### src/rtl/addsub_result_accumulator_pkg.sv
// Shared types for the add/sub result accumulator: frame FSM states and
// the add/subtract mode encodings used by the term decoder.
package addsub_result_accumulator_pkg;

  typedef enum logic [1:0] {
    IDLE = 2'd0,
    ACC  = 2'd1,
    HOLD = 2'd2
  } state_t;

  localparam logic MODE_ADD = 1'b0;
  localparam logic MODE_SUB = 1'b1;

endpackage

### src/rtl/addsub_term_decode.sv
// Maps one 4-bit add/sub stage result {m, cout, r} to a signed 6-bit term:
// add -> +{cout,r}, subtract with borrow-free carry -> +r, otherwise -r.
module addsub_term_decode
  import addsub_result_accumulator_pkg::*;
(
  input  logic              m,
  input  logic              cout,
  input  logic [3:0]        r,
  output logic signed [5:0] term
);

  // Carry-out in subtract mode means the true difference was non-negative.
  always_comb begin
    term = 6'sd0;
    case ({m, cout})
      {MODE_ADD, 1'b0}: term = {2'b00, r};
      {MODE_ADD, 1'b1}: term = {2'b01, r};
      {MODE_SUB, 1'b1}: term = {2'b00, r};
      {MODE_SUB, 1'b0}: term = -$signed({2'b00, r});
      default:          term = 6'sd0;
    endcase
  end

endmodule

### src/rtl/addsub_result_accumulator.sv
// Sums FRAME_LEN add/sub results per frame and presents the signed sum with a
// sticky overflow flag. Define ACC_SATURATE_EN to clamp instead of wrap.
module addsub_result_accumulator
  import addsub_result_accumulator_pkg::*;
#(
  parameter int FRAME_LEN = 4,
  parameter int ACC_W     = 8
) (
  input  logic                    clk,
  input  logic                    rst,
  input  logic                    in_valid,
  output logic                    in_ready,
  input  logic [3:0]              in_r,
  input  logic                    in_cout,
  input  logic                    in_m,
  input  logic                    clear,
  output logic                    out_valid,
  input  logic                    out_ready,
  output logic signed [ACC_W-1:0] out_sum,
  output logic                    out_ovf
);

  localparam int CNT_W = $clog2(FRAME_LEN + 1);
  localparam logic [CNT_W-1:0] CNT_LAST = CNT_W'(FRAME_LEN - 1);
  localparam logic [CNT_W-1:0] CNT_ONE  = CNT_W'(1);
  localparam logic signed [ACC_W-1:0] ACC_MAX = {1'b0, {(ACC_W-1){1'b1}}};
  localparam logic signed [ACC_W-1:0] ACC_MIN = {1'b1, {(ACC_W-1){1'b0}}};

  state_t                  state;
  logic signed [ACC_W-1:0] acc;
  logic [CNT_W-1:0]        count;
  logic                    ovf;

  logic signed [5:0]       term;
  logic signed [ACC_W:0]   term_ext;
  logic signed [ACC_W:0]   sum_wide;
  logic                    step_ovf;
  logic signed [ACC_W-1:0] acc_next;
  logic                    ovf_next;
  logic                    accept;

  addsub_term_decode u_term_decode (
    .m    (in_m),
    .cout (in_cout),
    .r    (in_r),
    .term (term)
  );

  assign in_ready = (state != HOLD);
  assign accept   = in_valid && in_ready && !clear;

  // One extra bit of headroom exposes overflow as a mismatch of the top two bits.
  always_comb begin
    term_ext = {{(ACC_W-5){term[5]}}, term};
    sum_wide = {acc[ACC_W-1], acc} + term_ext;
    step_ovf = sum_wide[ACC_W] ^ sum_wide[ACC_W-1];
    ovf_next = ovf | step_ovf;
`ifdef ACC_SATURATE_EN
    if (step_ovf) begin
      acc_next = sum_wide[ACC_W] ? ACC_MIN : ACC_MAX;
    end else begin
      acc_next = sum_wide[ACC_W-1:0];
    end
`else
    acc_next = sum_wide[ACC_W-1:0];
`endif
  end

  // Frame FSM and accumulator; rst beats clear, clear beats both handshakes.
  always_ff @(posedge clk) begin
    if (rst || clear) begin
      state     <= IDLE;
      acc       <= '0;
      count     <= '0;
      ovf       <= 1'b0;
      out_valid <= 1'b0;
      out_sum   <= '0;
      out_ovf   <= 1'b0;
    end else begin
      case (state)
        IDLE, ACC: begin
          if (accept) begin
            acc   <= acc_next;
            ovf   <= ovf_next;
            count <= count + CNT_ONE;
            if (count == CNT_LAST) begin
              state     <= HOLD;
              out_valid <= 1'b1;
              out_sum   <= acc_next;
              out_ovf   <= ovf_next;
            end else begin
              state <= ACC;
            end
          end
        end
        HOLD: begin
          if (out_ready) begin
            state     <= IDLE;
            acc       <= '0;
            count     <= '0;
            ovf       <= 1'b0;
            out_valid <= 1'b0;
            out_sum   <= '0;
            out_ovf   <= 1'b0;
          end
        end
        default: begin
          state     <= IDLE;
          acc       <= '0;
          count     <= '0;
          ovf       <= 1'b0;
          out_valid <= 1'b0;
          out_sum   <= '0;
          out_ovf   <= 1'b0;
        end
      endcase
    end
  end

endmodule

### config.mk
export PLATFORM = sky130hd
export DESIGN_NAME = addsub_result_accumulator
export DESIGN_NICKNAME = d
export VERILOG_FILES = /design/src/rtl/addsub_result_accumulator_pkg.sv /design/src/rtl/addsub_term_decode.sv /design/src/rtl/addsub_result_accumulator.sv
export SDC_FILE = /design/constraint.sdc
export NUM_CORES = 1
export LEC_CHECK = 0
export CELL_PAD_IN_SITES_DETAIL_PLACEMENT = 1
export CELL_PAD_IN_SITES_GLOBAL_PLACEMENT = 1
export CORE_ASPECT_RATIO = 2
export CORE_UTILIZATION = 41
export CTS_BUF_LIST = sky130_fd_sc_hd__clkbuf_8
export DETAILED_ROUTE_END_ITERATION = 6
export PLACE_DENSITY = 0.82
export SETUP_SLACK_MARGIN = 0.15
export SLEW_MARGIN = 25
export SYNTH_ARGS = -nofsm -noshare
export SYNTH_HDL_FRONTEND = slang
export SYNTH_SLANG_ARGS = --single-unit
### constraint.sdc
create_clock -name clk -period 3 [get_ports clk]
set_input_delay 0.75 -clock clk [delete_from_list [all_inputs] [get_ports clk]]
set_output_delay 0.75 -clock clk [all_outputs]
set_load 0.03 [all_outputs]
==> impl_metrics.py, run 1 <==
metrics = {
    "synthesis": {
        "synth_edf_count": 0,
        "synthTopCellsByCount": "24 x dfxtp_1, 20 x nor2_1, 19 x a21oi_1",
        "synth_most_common_cell": "dfxtp_1",
        "synth_seq_area_share": 0.321,
        "yosys.area.top_type": "dfxtp_1",
        "synth_area_leaders": "dfxtp_1 32%, ha_1 11%, a21oi_1 6.3%",
        "synth_nets": 212,
        "synth-seq-cells": 24,
        "syn_area_mm2": 0.00150,
        "synth_top_cell_area_share": 0.321,
        "yosys_warnings": 0,
        "synth_cell_types": 42,
        "ys.flop_type": "dfxtp_1",
        "syn-instance-count": 187,
        "avgSynthCellArea_um2": 8.02,
        "synthArstFlopShare": 0,
    },
    "route": {
        "ant_nets": 0,
        "drt_iter0_markers": 17,
        "wirelength_um": 5040,
        "wire_per_inst_um": 18.0,
        "dr.pass1.iters": 4,
        "routed-via-count": 1555,
        "route.detailed.drc": 0,
        "via_per_inst": 5.55,
    },
    "sta": {
        "holdWs_ps": 484,
        "rsz0062_at_grt": "true",
        "hold_viol": 0,
        "relSlewSlack": 0.726,
        "maxSlewViolCount": 0,
        "setup_viol": 0,
        "worstMarginPinSlew_ps": 410,
        "clock_skew_ps": 1.90,
        "tns_ps": 0,
        "period_share": 0.943,
        "clock.fmax_ghz": 0.354,
        "setup_slack_ps": 171,
        "layout_min_cycle_time_ps": 2830,
    },
    "cells_and_area": {
        "n_antenna_cell": 0,
        "register_area_um2": 480,
        "design_area_mm2": 0.00208,
        "multi_input_area_mm2": 0.00102,
        "final.fill_count": 435,
        "syn_to_final_growth_pct": 38.7,
        "layoutNonFillerInstCount": 280,
        "nets": 259,
        "drive_above_1_share": 0.267,
    },
    "run": {
        "cap_violations": 0,
    },
    "pwr": {
        "p_leak_nw": 0.850,
        "power-per-cell-area_mw_per_mm2": 321,
        "ir_drop_uv": 312,
    },
    "clock_network": {
        "cts_root_buf": "clkbuf_8",
        "cts.sinks": 24,
        "numCtsBuffers": 3,
        "cts_tree": "yes",
        "worst_skew_pair.late_latency_ps": 270,
        "htreeDepth": 1,
        "cts.path.max_buffers": 2,
        "path_clk_slew_ps": 80,
    },
    "worst_setup_path": {
        "crit_path_end_kind": "flip-flop",
        "cp-endpoint": "acc[6]",
        "regToRegEndpoint": "acc[6]",
        "cp-start-kind": "primary input",
        "critPathMaxFanout": 6,
        "worst-r2r-cell-count": 10,
        "required_ps": 3160,
        "crit_type": "primary input to flip-flop",
        "r2r-start": "acc[0]",
        "rrSetupSlack_ps": 930,
        "cp.arrival_ps": 2990,
        "startpoint": "in_m",
    },
    "global_route": {
        "grt_usage": 0.279,
        "grt_max_degree": 20,
        "grt_pass1_vias": 1732,
        "grt_pass1_wl_um": 8050,
        "antenna_found_initial": 0,
        "overflow": 0,
    },
    "place": {
        "dp_hpwl_um": 3710,
        "placed_area_mm2": 0.00189,
        "pre_cts_slack_ps": -618,
        "dpl.cell_count": 270,
        "port_buffers": 21,
        "gp_congestion": 0.758,
    },
    "floorplan": {
        "die_x_um": 44.8,
        "coreArea_mm2": 0.00345,
        "io-pin-count": 22,
        "rows": 30,
        "fp.dieH_um": 87.5,
        "dieArea_mm2": 0.00392,
        "start_util": 0.434,
    },
    "hold_path": {
        "hold_path_depth": 2,
        "hp-class": "flip-flop to flip-flop",
    },
    "outcome": {
        "status": "completed",
    },
}
routing by layer:
layer	wire [µm]	track usage
met5	0	0
met4	82	0.0799
met3	71	0.0187
met2	3010	0.572
met1	1870	0.278
report_power, final:
part / internal [mW] / switching (mW)
clock: 0.0899 / 0.0988
combinational: 0.0739 / 0.0801
sequential: 0.322 / 0.00247
worst max-delay path: stages:
cell and delay [ps]:
buf_2 110, inv_2 50, ha_4 180, nor3_1 220, a21oi_1 60, o21ai_1 190, ha_1 270, o21a_1 190
o31a_1 160, buf_6 150, o211ai_1 170, buf_4 160, nand3_1 80, a32o_1 230
what timing repair did:
item,in CTS,in global routing
endpoints found under the setup margin,13,10
setup buffers,4,3
hold buffers,0,0
pin swaps,13,7
resized for setup,45,5
registers in the layout, indices dropped and copies added, names as in the netlist:
register	cells
acc	8
count	3
out_ovf	1
out_sum	8
out_valid	1
ovf	1
state	2
through the flow:
stage,util,total power [mW]
after global routing,0.602,0.693
after detailed placement,0.547,0.459
after CTS,0.591,0.659
final,0.602,0.667
after global placement,0.547,0.450
after floorplan,-,0.402
worst min path at each step:
stage	end	start	slack [ps]
6_report	out_sum[1]	out_sum[1]	480
5_1_grt	out_sum[2]	out_sum[2]	510
4_1_cts	out_sum[4]	out_sum[4]	490
3_5_place_dp	out_sum[4]	out_sum[4]	470
3_3_place_gp	out_sum[2]	out_sum[2]	450
2_1_floorplan	acc[7]	acc[7]	450
layout by cell type (no fill, tap or decap), types with 3 or more instances in the layout:
master,count
a21oi_1,18
buf_2,3
buf_4,29
buf_6,3
clkbuf_8,3
clkdlybuf4s50_1,15
dfxtp_1,24
ha_1,10
ha_4,3
inv_1,8
inv_2,4
nand2_1,12
nand3_1,13
nor2_1,20
nor3_1,7
o211ai_1,3
o21ai_0,6
o21ai_1,4
layout make-up:
cell class | count | share of cell area
multi-input combinational | 141 | 0.489
clock buffer | 3 | 0.0199
inverter | 12 | 0.0217
sequential | 24 | 0.231
timing repair buffer | 52 | 0.210
tap | 48 | 0.0289
logic make-up (layout without fill, tap and decap cells):
group	after synthesis	after routing	share of synthesized area
AO/OA/AOI/OAI	50	50	0.210
XOR/XNOR	3	3	0.0175
adder cells (fa/ha/maj)	14	14	0.122
buffers and inverters	22	67	0.0701
flip-flops	24	24	0.321
multiplexers	1	1	0.00668
AND/OR/NAND/NOR	73	73	0.253
No activity file was read; power rests on OpenSTA's default activity.
==> run 2: changes to the inputs <==
--- a/config.mk
+++ b/config.mk
@@ -8,10 +8,13 @@
 export CELL_PAD_IN_SITES_DETAIL_PLACEMENT = 1
 export CELL_PAD_IN_SITES_GLOBAL_PLACEMENT = 1
 export CORE_ASPECT_RATIO = 2
+export CORE_MARGIN = 2
 export CORE_UTILIZATION = 41
 export CTS_BUF_LIST = sky130_fd_sc_hd__clkbuf_8
 export DETAILED_ROUTE_END_ITERATION = 6
+export GPL_TIMING_DRIVEN = 0
 export PLACE_DENSITY = 0.82
+export RECOVER_POWER = 50
 export SETUP_SLACK_MARGIN = 0.15
 export SLEW_MARGIN = 25
 export SYNTH_ARGS = -nofsm -noshare
==> impl_metrics.py, run 2 (synthesis gave the netlist of run 1 again) <==
metrics = {
    "outcome": {
        "status": "completed",
    },
    "global_route": {
        "grt_max_degree": 14,
        "grt_pass1_vias": 1583,
        "overflow": 0,
        "grt_usage": 0.239,
        "grt_pass1_wl_um": 7110,
        "antenna_found_initial": 0,
    },
    "sta": {
        "holdWs_ps": 481,
        "period_share": 0.922,
        "rsz0062_at_grt": "false",
        "relSlewSlack": 0.665,
        "clock.fmax_ghz": 0.362,
        "hold_viol": 0,
        "maxSlewViolCount": 0,
        "worstMarginPinSlew_ps": 503,
        "layout_min_cycle_time_ps": 2770,
        "setup_slack_ps": 235,
        "setup_viol": 0,
        "clock_skew_ps": 6.19,
    },
    "route": {
        "drt_iter0_markers": 19,
        "wirelength_um": 4440,
        "route.detailed.drc": 0,
        "routed-wl-met3_um": 86,
        "ant_nets": 0,
        "via_per_inst": 5.55,
        "routed-via-count": 1481,
        "wl_met1_um": 1540,
        "wire_per_inst_um": 16.6,
        "wl_met2_um": 2710,
        "dr.pass1.iters": 4,
        "top_layer_used": "met4",
    },
    "clock_network": {
        "cts.sinks": 24,
        "cts_root_buf": "clkbuf_8",
        "numCtsBuffers": 3,
        "ctsHoldBuffers": 0,
        "path_clk_slew_ps": 90,
        "cts_tree": "yes",
        "cts.path.max_buffers": 2,
        "htreeDepth": 1,
        "worst_skew_pair.late_latency_ps": 280,
    },
    "cells_and_area": {
        "drive_above_1_share": 0.188,
        "design_area_mm2": 0.00195,
        "layoutNonFillerInstCount": 267,
        "final_cell_mix": "24 x dfxtp_1, 20 x nor2_1, 18 x a21oi_1",
        "syn_to_final_growth_pct": 30.0,
        "nets": 244,
        "n_antenna_cell": 0,
        "final.fill_count": 467,
        "layout_commonest_cell": "dfxtp_1",
        "reg_top3": "acc: 8 flops, out_sum: 8 flops, count: 3 flops",
    },
    "place": {
        "placed_area_mm2": 0.00177,
        "port_buffers": 21,
        "pre_cts_slack_ps": -640,
        "dpl.cell_count": 257,
        "dp_hpwl_um": 3430,
        "gp_congestion": 0.756,
    },
    "floorplan": {
        "start_util": 0.420,
        "io-pin-count": 22,
        "die_x_um": 46.8,
        "rows": 31,
        "dieArea_mm2": 0.00419,
        "coreArea_mm2": 0.00357,
        "fp.dieH_um": 89.5,
    },
    "hold_path": {
        "hold_path_depth": 2,
        "hp-class": "flip-flop to flip-flop",
        "worstHoldEndpoint": "out_sum[3]",
        "hold_start": "out_sum[3]",
    },
    "worst_setup_path": {
        "worst-r2r-cell-count": 9,
        "r2r-start": "acc[0]",
        "required_ps": 3180,
        "cp.arrival_ps": 2940,
        "regToRegEndpoint": "acc[6]",
        "crit_type": "primary input to flip-flop",
        "rrSetupSlack_ps": 910,
        "crit_path_end_kind": "flip-flop",
        "cp-start-kind": "primary input",
        "critPathSlowestCell": "o211ai_1",
        "slowest_delay_ps": 310,
        "critPathMaxFanout": 6,
        "path_cells": "buf_2 > inv_2 > ha_4 > nor3_2 > a21oi_1 > o21ai_1 > ha_1 > o21a_1 > o31a_1 > buf_4 > o211ai_1 > nand3_1 > a32o_1",
    },
    "run": {
        "cap_violations": 0,
    },
    "pwr": {
        "ir_drop_uv": 328,
        "power-per-cell-area_mw_per_mm2": 349,
        "p_leak_nw": 0.792,
    },
}
-- run 2: cell count changes in the layout (fill, tap and decap cells not counted), sizes merged --
cell           change
clkdlybuf4s50     -13
clkbuf             +8
buf               -22
dlygate4sd3       +13
-- run 2: per-stage QoR --
step,setup TNS (ps),power [mW],util
2_1_floorplan,0,0.402,-
3_3_place_gp,-3600,0.434,0.496
3_5_place_dp,-5030,0.442,0.496
4_1_cts,0,0.680,0.542
5_1_grt,0,0.711,0.546
6_report,0,0.680,0.546
-- run 2: final cells by class --
| class | count | area [µm²] | area share |
|---|---|---|---|
| Inverter | 12 | 45.0 | 0.0231 |
| Buffer | 10 | 60.1 | 0.0308 |
| Clock buffer | 4 | 55.1 | 0.0283 |
| Timing Repair Buffer | 27 | 240 | 0.123 |
| Multi-Input combinational cell | 141 | 1010 | 0.516 |
| Tap cell | 49 | 61.3 | 0.0315 |
| Sequential cell | 24 | 480 | 0.247 |
-- run 2: metal layers --
| metal | global-route usage | vias up |
|---|---|---|
| li1 | - | 723 |
| met1 | 0.232 | 725 |
| met2 | 0.466 | 24 |
| met3 | 0.0263 | 9 |
| met4 | 0.106 | 0 |
| met5 | 0 | - |
-- run 2: critical path, delay by kind of cell --
family / cells / cell delay, ps
AOI/OAI and AO/OA: 6 / 1110
adders and majority gates: 2 / 460
buffers and inverters: 3 / 330
and+or+nand+nor: 2 / 300
-- run 2: where the power goes --
group,internal (mW),switching (mW),leakage (nW)
Sequential,0.322,0.00232,0.194
Combinational,0.0582,0.0726,0.569
Clock,0.118,0.108,0.0288
Total,0.497,0.182,0.792
-- run 2: what timing repair did --
item / 4_1_cts / 5_1_grt
buffers inserted: 5 / 1
endpoints found under the hold margin: 0 / 0
pin swaps: 10 / 9
gates resized for setup: 42 / 4
setup endpoints to repair: 13 / 5
-- run 2: worst max-delay path by stage --
stage                      end  depth (start not counted)     from  slack, ps
floorplan           out_sum[6]                         11  in_r[0]        250
detailed placement  out_sum[6]                         12  in_r[0]       -640
global placement    out_sum[6]                         12  in_r[0]       -590
CTS                 out_sum[6]                         12     in_m        170
finish                  acc[6]                         13     in_m        230
global route            acc[7]                         13  in_r[0]        110
